File: src/rtl/branch_resolve_if.sv
// branch_resolve_if: decode-candidate and fetch-redirect bundle for branch_resolve
//   master (decode/fetch side) drives in_valid, op, uncond, rs1_val, rs2_val, imm, pc, redir_ready
//   slave (branch_resolve) drives in_ready, redir_valid, redir_addr, redir_misalign, squash
interface branch_resolve_if #(
  parameter int XLEN = 32
);
  logic            in_valid;
  logic            in_ready;
  logic [3:0]      op;
  logic            uncond;
  logic [XLEN-1:0] rs1_val;
  logic [XLEN-1:0] rs2_val;
  logic [XLEN-1:0] imm;
  logic [XLEN-1:0] pc;
  logic            redir_valid;
  logic            redir_ready;
  logic [XLEN-1:0] redir_addr;
  logic            redir_misalign;
  logic            squash;
  modport master (
    output in_valid, op, uncond, rs1_val, rs2_val, imm, pc, redir_ready,
    input  in_ready, redir_valid, redir_addr, redir_misalign, squash
  );
  modport slave (
    input  in_valid, op, uncond, rs1_val, rs2_val, imm, pc, redir_ready,
    output in_ready, redir_valid, redir_addr, redir_misalign, squash
  );
endinterface

File: src/rtl/branch_resolve.sv
// branch_resolve: resolves a branch/jump, issues one fetch redirect, then squashes the shadow
//   clk, rst (sync, active-low); bif: branch_resolve_if.slave
//   BR_STATS_EN adds stat_branches / stat_taken (saturating accept counters)
module branch_resolve #(
  parameter int XLEN         = 32,
  parameter int SQUASH_DEPTH = 1,
  parameter int CHECK_ALIGN  = 1
) (
  input  logic              clk,
  input  logic              rst,
  branch_resolve_if.slave   bif
`ifdef BR_STATS_EN
  ,
  output logic [31:0]       stat_branches,
  output logic [31:0]       stat_taken
`endif
);
  localparam logic [3:0] OP_BEQ  = 4'b1000;
  localparam logic [3:0] OP_BNE  = 4'b1001;
  localparam logic [3:0] OP_BLT  = 4'b1100;
  localparam logic [3:0] OP_BGE  = 4'b1101;
  localparam logic [3:0] OP_BLTU = 4'b1110;
  localparam logic [3:0] OP_BGEU = 4'b1111;
  localparam logic [3:0] OP_JAL  = 4'b1010;
  typedef enum logic [1:0] {IDLE, REDIR, SQUASH} state_t;
  state_t          state_q, state_d;
  logic [2:0]      cnt_q, cnt_d;
  logic [XLEN-1:0] addr_q, addr_d, jalr_sum, target;
  logic            mis_q, mis_d, eq, lt, ltu, taken, ready, accept;
  always_comb begin
    eq       = bif.rs1_val == bif.rs2_val;
    lt       = $signed(bif.rs1_val) < $signed(bif.rs2_val);
    ltu      = bif.rs1_val < bif.rs2_val;
    taken    = bif.uncond || (bif.op == OP_BEQ && eq) || (bif.op == OP_BNE && !eq) ||
               (bif.op == OP_BLT && lt) || (bif.op == OP_BGE && !lt) ||
               (bif.op == OP_BLTU && ltu) || (bif.op == OP_BGEU && !ltu);
    jalr_sum = bif.rs1_val + bif.imm;
    // uncond with any op other than JAL is JALR: register-relative, bit 0 cleared
    target   = (bif.uncond && bif.op != OP_JAL) ? (jalr_sum & ~{{(XLEN-1){1'b0}}, 1'b1})
                                                : bif.pc + bif.imm;
    ready    = rst && state_q == IDLE;
    accept   = bif.in_valid && ready;
    state_d  = state_q;
    cnt_d    = cnt_q;
    addr_d   = addr_q;
    mis_d    = mis_q;
    case (state_q)
      IDLE: if (accept && taken) begin
        state_d = REDIR;
        addr_d  = target;
        mis_d   = CHECK_ALIGN != 0 && target[1:0] != 2'b00;
      end
      REDIR: if (bif.redir_ready) begin
        state_d = SQUASH;
        cnt_d   = 3'(SQUASH_DEPTH);
      end
      SQUASH: begin
        cnt_d = cnt_q - 3'd1;
        if (cnt_q == 3'd1) state_d = IDLE;
      end
      default: state_d = IDLE;
    endcase
  end
  always_ff @(posedge clk) begin
    if (!rst) begin
      state_q <= IDLE;
      cnt_q   <= '0;
      addr_q  <= '0;
      mis_q   <= 1'b0;
    end else begin
      state_q <= state_d;
      cnt_q   <= cnt_d;
      addr_q  <= addr_d;
      mis_q   <= mis_d;
    end
  end
  assign bif.in_ready       = ready;
  assign bif.redir_valid    = state_q == REDIR;
  assign bif.redir_addr     = addr_q;
  assign bif.redir_misalign = mis_q;
  assign bif.squash         = state_q != IDLE;
`ifdef BR_STATS_EN
  logic [31:0] br_q, tk_q;
  always_ff @(posedge clk) begin
    if (!rst) begin
      br_q <= '0;
      tk_q <= '0;
    end else begin
      if (accept && br_q != '1) br_q <= br_q + 32'd1;
      if (accept && taken && tk_q != '1) tk_q <= tk_q + 32'd1;
    end
  end
  assign stat_branches = br_q;
  assign stat_taken    = tk_q;
`endif
endmodule

File: src/flat_wrapper.sv
// flat-port wrapper written by rule: the top's interface ports become plain ports
module branch_resolve_flat 
#(
  parameter int XLEN         = 32,
  parameter int SQUASH_DEPTH = 1,
  parameter int CHECK_ALIGN  = 1
)
  (clk, rst, bif_in_valid, bif_op, bif_uncond, bif_rs1_val, bif_rs2_val, bif_imm, bif_pc, bif_redir_ready, bif_in_ready, bif_redir_valid, bif_redir_addr, bif_redir_misalign, bif_squash);
  branch_resolve_if #(.XLEN(XLEN)) bif_i ();
  input  logic clk;
  input  logic rst;
  input wire logic [$bits(bif_i.in_valid)-1:0] bif_in_valid;
  input wire logic [$bits(bif_i.op)-1:0] bif_op;
  input wire logic [$bits(bif_i.uncond)-1:0] bif_uncond;
  input wire logic [$bits(bif_i.rs1_val)-1:0] bif_rs1_val;
  input wire logic [$bits(bif_i.rs2_val)-1:0] bif_rs2_val;
  input wire logic [$bits(bif_i.imm)-1:0] bif_imm;
  input wire logic [$bits(bif_i.pc)-1:0] bif_pc;
  input wire logic [$bits(bif_i.redir_ready)-1:0] bif_redir_ready;
  output wire logic [$bits(bif_i.in_ready)-1:0] bif_in_ready;
  output wire logic [$bits(bif_i.redir_valid)-1:0] bif_redir_valid;
  output wire logic [$bits(bif_i.redir_addr)-1:0] bif_redir_addr;
  output wire logic [$bits(bif_i.redir_misalign)-1:0] bif_redir_misalign;
  output wire logic [$bits(bif_i.squash)-1:0] bif_squash;
  assign bif_i.in_valid = bif_in_valid;
  assign bif_i.op = bif_op;
  assign bif_i.uncond = bif_uncond;
  assign bif_i.rs1_val = bif_rs1_val;
  assign bif_i.rs2_val = bif_rs2_val;
  assign bif_i.imm = bif_imm;
  assign bif_i.pc = bif_pc;
  assign bif_i.redir_ready = bif_redir_ready;
  assign bif_in_ready = bif_i.in_ready;
  assign bif_redir_valid = bif_i.redir_valid;
  assign bif_redir_addr = bif_i.redir_addr;
  assign bif_redir_misalign = bif_i.redir_misalign;
  assign bif_squash = bif_i.squash;
  branch_resolve #(.XLEN(XLEN), .SQUASH_DEPTH(SQUASH_DEPTH), .CHECK_ALIGN(CHECK_ALIGN)) u_core (.clk(clk), .rst(rst), .bif(bif_i));
endmodule
File: config.mk
export PLATFORM = sky130hd
export DESIGN_NAME = branch_resolve_flat
export DESIGN_NICKNAME = d
export VERILOG_FILES = /design/src/rtl/branch_resolve_if.sv /design/src/rtl/branch_resolve.sv /design/src/flat_wrapper.sv
export SDC_FILE = /design/constraint.sdc
export NUM_CORES = 1
export LEC_CHECK = 0
export ABC_AREA = 1
export BUFFER_PORTS_ARGS = -buffer_cell sky130_fd_sc_hd__buf_2
export CELL_PAD_IN_SITES_DETAIL_PLACEMENT = 1
export CELL_PAD_IN_SITES_GLOBAL_PLACEMENT = 1
export CORE_MARGIN = 2
export CORE_UTILIZATION = 37
export DETAILED_ROUTE_END_ITERATION = 8
export PLACE_DENSITY = 0.9
export SETUP_SLACK_MARGIN = 0.1
export SLEW_MARGIN = 30
export SYNTH_ARGS = -nofsm -noshare
export SYNTH_HDL_FRONTEND = slang
export SYNTH_SLANG_ARGS = --single-unit
File: constraint.sdc
create_clock -name clk -period 3 [get_ports clk]
set_clock_uncertainty 0.15 [all_clocks]
set_input_delay 0.6 -clock clk [delete_from_list [all_inputs] [get_ports clk]]
set_output_delay 0.6 -clock clk [all_outputs]
set_load 0.05 [all_outputs]
* Word level (Yosys, flattened, before mapping)
Cells that the tools add are included.
Cells by class: add/sub/neg operators 3, $mul 0, div/mod/pow operators 0, magnitude comparators 2, equal/unequal tests 14, shift operators 0, muxes and demuxes 7, bitwise gates (word level) 0, reduce and logical (&&, ||, !) cells 26
Operators with widths (number):
- adder 32 bit | 2
- < comparator 32 bit | 2
- equality test 32 bit | 1
- two-way mux 32 bit | 1
- equality test 4 bit (second input constant) | 6
- logical AND 1 bit | 10
- logical OR 1 bit | 6
- two-way mux 2 bit | 3
- one-hot mux 2 bit (3 select lines) | 1
- one-hot mux 3 bit (2 select lines) | 1
- nonzero test 2 bit | 3
- inequality test 2 bit (second input constant) | 2
- inequality test 4 bit (second input constant) | 1
- AND reduction 2 bit | 2
- equality test 3 x 1 -> 1 bit (second input constant) | 1
- zero test 1 bit | 3
- two-way mux 3 bit | 1
- AND reduction 3 bit | 1
- subtractor 3 x 1 -> 3 bit (second input constant) | 1
- equality test 2 x 1 -> 1 bit (second input constant) | 1
- equality test 2 bit (second input constant) | 1
- zero test 2 bit | 1
- inequality test 2 x 1 -> 1 bit (second input constant) | 1
Word-level totals: bits in registers 38, bits in latches 0, bits in writable memories 0, memory bits (read-only) 0, input port bits 137, output and inout port bits 36, word-level logic and storage cells 56, memories 0

* Longest topological paths before layout
depth after elaboration 11, mapped depth 21, mapped depth without buffers 20

* Worst setup path after synthesis
OpenSTA, ideal clock, no wires.
path kind input to register, start point input port bif_pc[0], end point register u_core.addr_q[26] (netlist: u_core.bif.redir_addr[26]), setup time 0.114 ns, data arrival time 2.307 ns, path slack 0.429 ns, cell stages on the path 17, path through ha_1 -> inv_1 -> fa_1 -> o21ai_0 -> nand2_1 -> nand2_1 -> nand2_1 -> nand2_1 -> nand2_1 -> nand2_1 -> nand2_1 -> nand3_1 -> nand2_1 -> nand2_1 -> o21ai_0 -> nand2_1 -> nand2_1
On the way: word-level cells in the longest chain between the ends 2
RTL lines:
- from (decl) | RTL line flat_wrapper.sv:18 | input wire logic [$bits(bif_i.pc)-1:0] bif_pc;
- adder 32 bit | RTL line branch_resolve.sv:40 | : bif.pc + bif.imm;
- two-way mux 32 bit | RTL line branch_resolve.sv:39 | target = (bif.uncond && bif.op != OP_JAL) ? (jalr_sum & ~{{(XLEN-1){1'b0}}, 1'b1})
- to (signal assigned) | RTL line branch_resolve.sv:73 | addr_q <= addr_d;
- to (decl) | RTL line branch_resolve.sv:28 | logic [XLEN-1:0] addr_q, addr_d, jalr_sum, target;
No other way between the ends. A chain may end at the register's enable or synchronous reset.

* Final worst setup path
start point input port bif_imm[5], end point register u_core.addr_q[15] (netlist: u_core.bif.redir_addr[15])
On the way: word-level cells in the longest chain between the ends 2, elaborated cells on any way between the ends 3, classes of those cells add/sub: 2; mux: 1
RTL lines:
- from (decl) | RTL line flat_wrapper.sv:17 | input wire logic [$bits(bif_i.imm)-1:0] bif_imm;
- adder 32 bit, on equally long branches | RTL line branch_resolve.sv:40, branch_resolve.sv:37
- two-way mux 32 bit * | RTL line branch_resolve.sv:39
Every way passes the cells marked *; elsewhere a longest branch is shown, timed or not.

==> impl_results.md <==
* Number of synthesized flops with an enable pin at 0
* Pre-CTS setup slack at -0.0449 ns
* Clock Latency Late Sink at 0.29 ns
* Placed cells at 1534
* Syn Area/Cell at 5.80 sq um
* First-pass GRT wire length at 41.1 mm
* Flop2flop setup slack at 1.23 ns
* Period utilisation layout at 0.911
* # DRC at 0
* Start point of the critical path: bif_imm[5]
* Crit end category: register
* Synthesized flop and latch total at 38
* I/O Buffers at 172
* CP max stage cell: o31ai_1
* Hold Fails Final Rpt at 0
* Clk root buf: clkbuf_16
* Synth Instances at 1137
* Final period demand of the worst path at 2.73 ns
* Post-DP HPWL at 22.7 mm
* WP data required at 3.08 ns
* CTS Sinks at 38
* Routed wire length at 26.3 mm
* Power per cell area at 336 nW/um^2
* RSZ-0062 raised after global routing: false
* Final Setup Violations at 0
* Critical path's largest stage delay at 0.50 ns
* HP Class: register to register
* Register area share after synthesis at 0.115
* Drt pass-1 iters at 4
* Number of routed nets with antenna violations at 0
* Peak supply drop at 0.366 mV
* Num CTS Buffers at 5
* Top-count cell post-synth: nand2_1
* Die area at 18900 sq um
* GRT Overall Usage at 0.277
* Main area contributors after synthesis: ha_1 18%, nand2_1 17%, dfxtp_1 12%
* N_diodes at 0
* Grt total ovfl at 0
* DIE WIDTH at 138 microns
* Synth warn at 0
* Vert. Die Dim at 138 microns
* Final setup margin at 0.268 ns
* Overall power at 2.67 mW
* Layout cells sized above 1 at 0.177
* CTS H-tree lvls at 2
* Worst Path Max Fanout at 5
* # nets final at 1551
* Area Overhead vs Synth at 20.3%
* Initial Util at 0.380
* Hold slack at 0.322 ns
* Syn nets at 1371
* Clock transition at path regs at 0.06 ns
* Drt via density at 5.43
* Initial antenna violation count at 0
* Slew Limit Fails at 0
* Share of the synthesized area in the top cell type at 0.180
* GP Congestion at 0.885
* Crit path cell chain: buf_2 > ha_1 > nand2_1 > o21ai_0 > inv_1 > nand2_1 > nand3_1 > nand2_1 > nor2_1 > o31ai_1 > nor2_1 > nor2_1
* Wire per inst at 17.0 microns
* Largest net degree at the start of global routing at 38
* Core Rows at 48
* Status: finished, final reports clean
* Tightest Pin Transition at 0.552 ns
* Crit Path Category: input pin to register
* Vias in the first global route at 8498
* Worst r2r src: u_core.state_q[0]$_SDFFE_PN0P_
* Slew margin rel. at 0.629
* Synth cell types at 42
* Main synth FF type: dfxtp_1
* Detailed Route Iter0 Violations at 318
* I/O pin cnt at 173
* Core ar. at 17400 sq um
* Hold_sp: u_core.bif.redir_addr[1]$_SDFFE_PN0P_
* Max_cap viols at 0
* Mapped Area at 6600 sq um
* Critical path launch point type: input pin
* Clock tree buffer depth at 2
* Setup TNS at 0 ns
* Critical path arrival at 2.81 ns
* FFs w/ async S/R, synth at 0
* Maximum clock frequency at 0.366 GHz
* Post-synth top cells: 300 x nand2_1, 143 x inv_1, 128 x nor2_1
* Hold_buf cts at 0
* CTS tree: built
* Largest area contributor in the netlist: ha_1
* Leakage at 4.34 nW
* Total number of vias at 8380
* Final cell count without fillers at 1543
-- flip-flops by register name, indices dropped and copies added (netlist names) --
name                       count
u_core.state_q                 2
u_core.bif.redir_addr         32
u_core.bif.redir_misalign      1
u_core.cnt_q                   3
-- per-stage QoR --
| step | instance area [sq um] | utilization |
|---|---|---|
| after floorplan | 6600 | - |
| after global placement | 7760 | 0.447 |
| after detailed placement | 7760 | 0.447 |
| after CTS | 7920 | 0.457 |
| after global routing | 7940 | 0.457 |
| final | 7940 | 0.457 |
-- worst max-delay path, delay by kind of cell --
family,cells,cell delay [ns]
simple gates,7,0.83
compound gates,2,0.80
fa+ha+maj,1,0.36
buf+inv,2,0.20
-- layout by cell type, fill, tap and decap left out, types with 10 or more instances in the layout --
cell type / n
o21ai_0: 68
nand3_1: 79
o21ai_1: 15
a21o_1: 10
dfxtp_1: 38
buf_2: 172
nand2_1: 300
buf_4: 16
inv_1: 143
nand3b_1: 11
nor2_2: 10
or2_2: 12
nand4_1: 15
ha_1: 95
nor2_1: 128
a21oi_1: 124
nor3_1: 12
-- metal layers --
layer	wire length (microns)	up-vias	track usage
met3	1060	62	0.0143
met5	0	-	0
li1	-	4141	-
met1	11200	3938	0.341
met4	951	0	0.107
met2	13100	239	0.504
-- layout make-up --
cell class	count	area (sq um)
Sequential cell	38	761
Timing Repair Buffer	188	981
Multi-Input combinational cell	939	5200
Tap cell	225	282
Clock buffer	5	125
Fill cell	2504	9420
Clock inverter	3	40.0
Inverter	145	549
-- logic make-up after synthesis --
group | count (synthesis) | share of synthesized area
mux | 2 | 0.00303
buf+inv | 161 | 0.0996
fa+ha+maj | 97 | 0.186
simple gates | 581 | 0.379
flops | 38 | 0.115
compound gates | 244 | 0.198
xor+xnor | 14 | 0.0186
-- worst paths after layout --
kind / end / cells past startpoint
setup / recovery: u_core.bif.redir_addr[15]$_SDFFE_PN0P_ / 12
hold / removal: u_core.bif.redir_addr[1]$_SDFFE_PN0P_ / 2
setup reg to reg: u_core.bif.redir_addr[9]$_SDFFE_PN0P_ / 8
hold reg to reg: u_core.bif.redir_addr[1]$_SDFFE_PN0P_ / 2
-- timing repair --
| item | CTS | global route |
|---|---|---|
| setup buffers | 0 | 0 |
| endpoints found under the setup margin | 0 | 9 |
| resized for setup | 0 | 2 |
-- power by group --
group | internal (mW) | total, mW | switching [mW]
sequential | 0.544 | 0.567 | 0.0227
clock | 0.389 | 0.597 | 0.208
combinational | 0.503 | 1.50 | 0.999
Note: power is estimated with default switching activity, not from simulation.
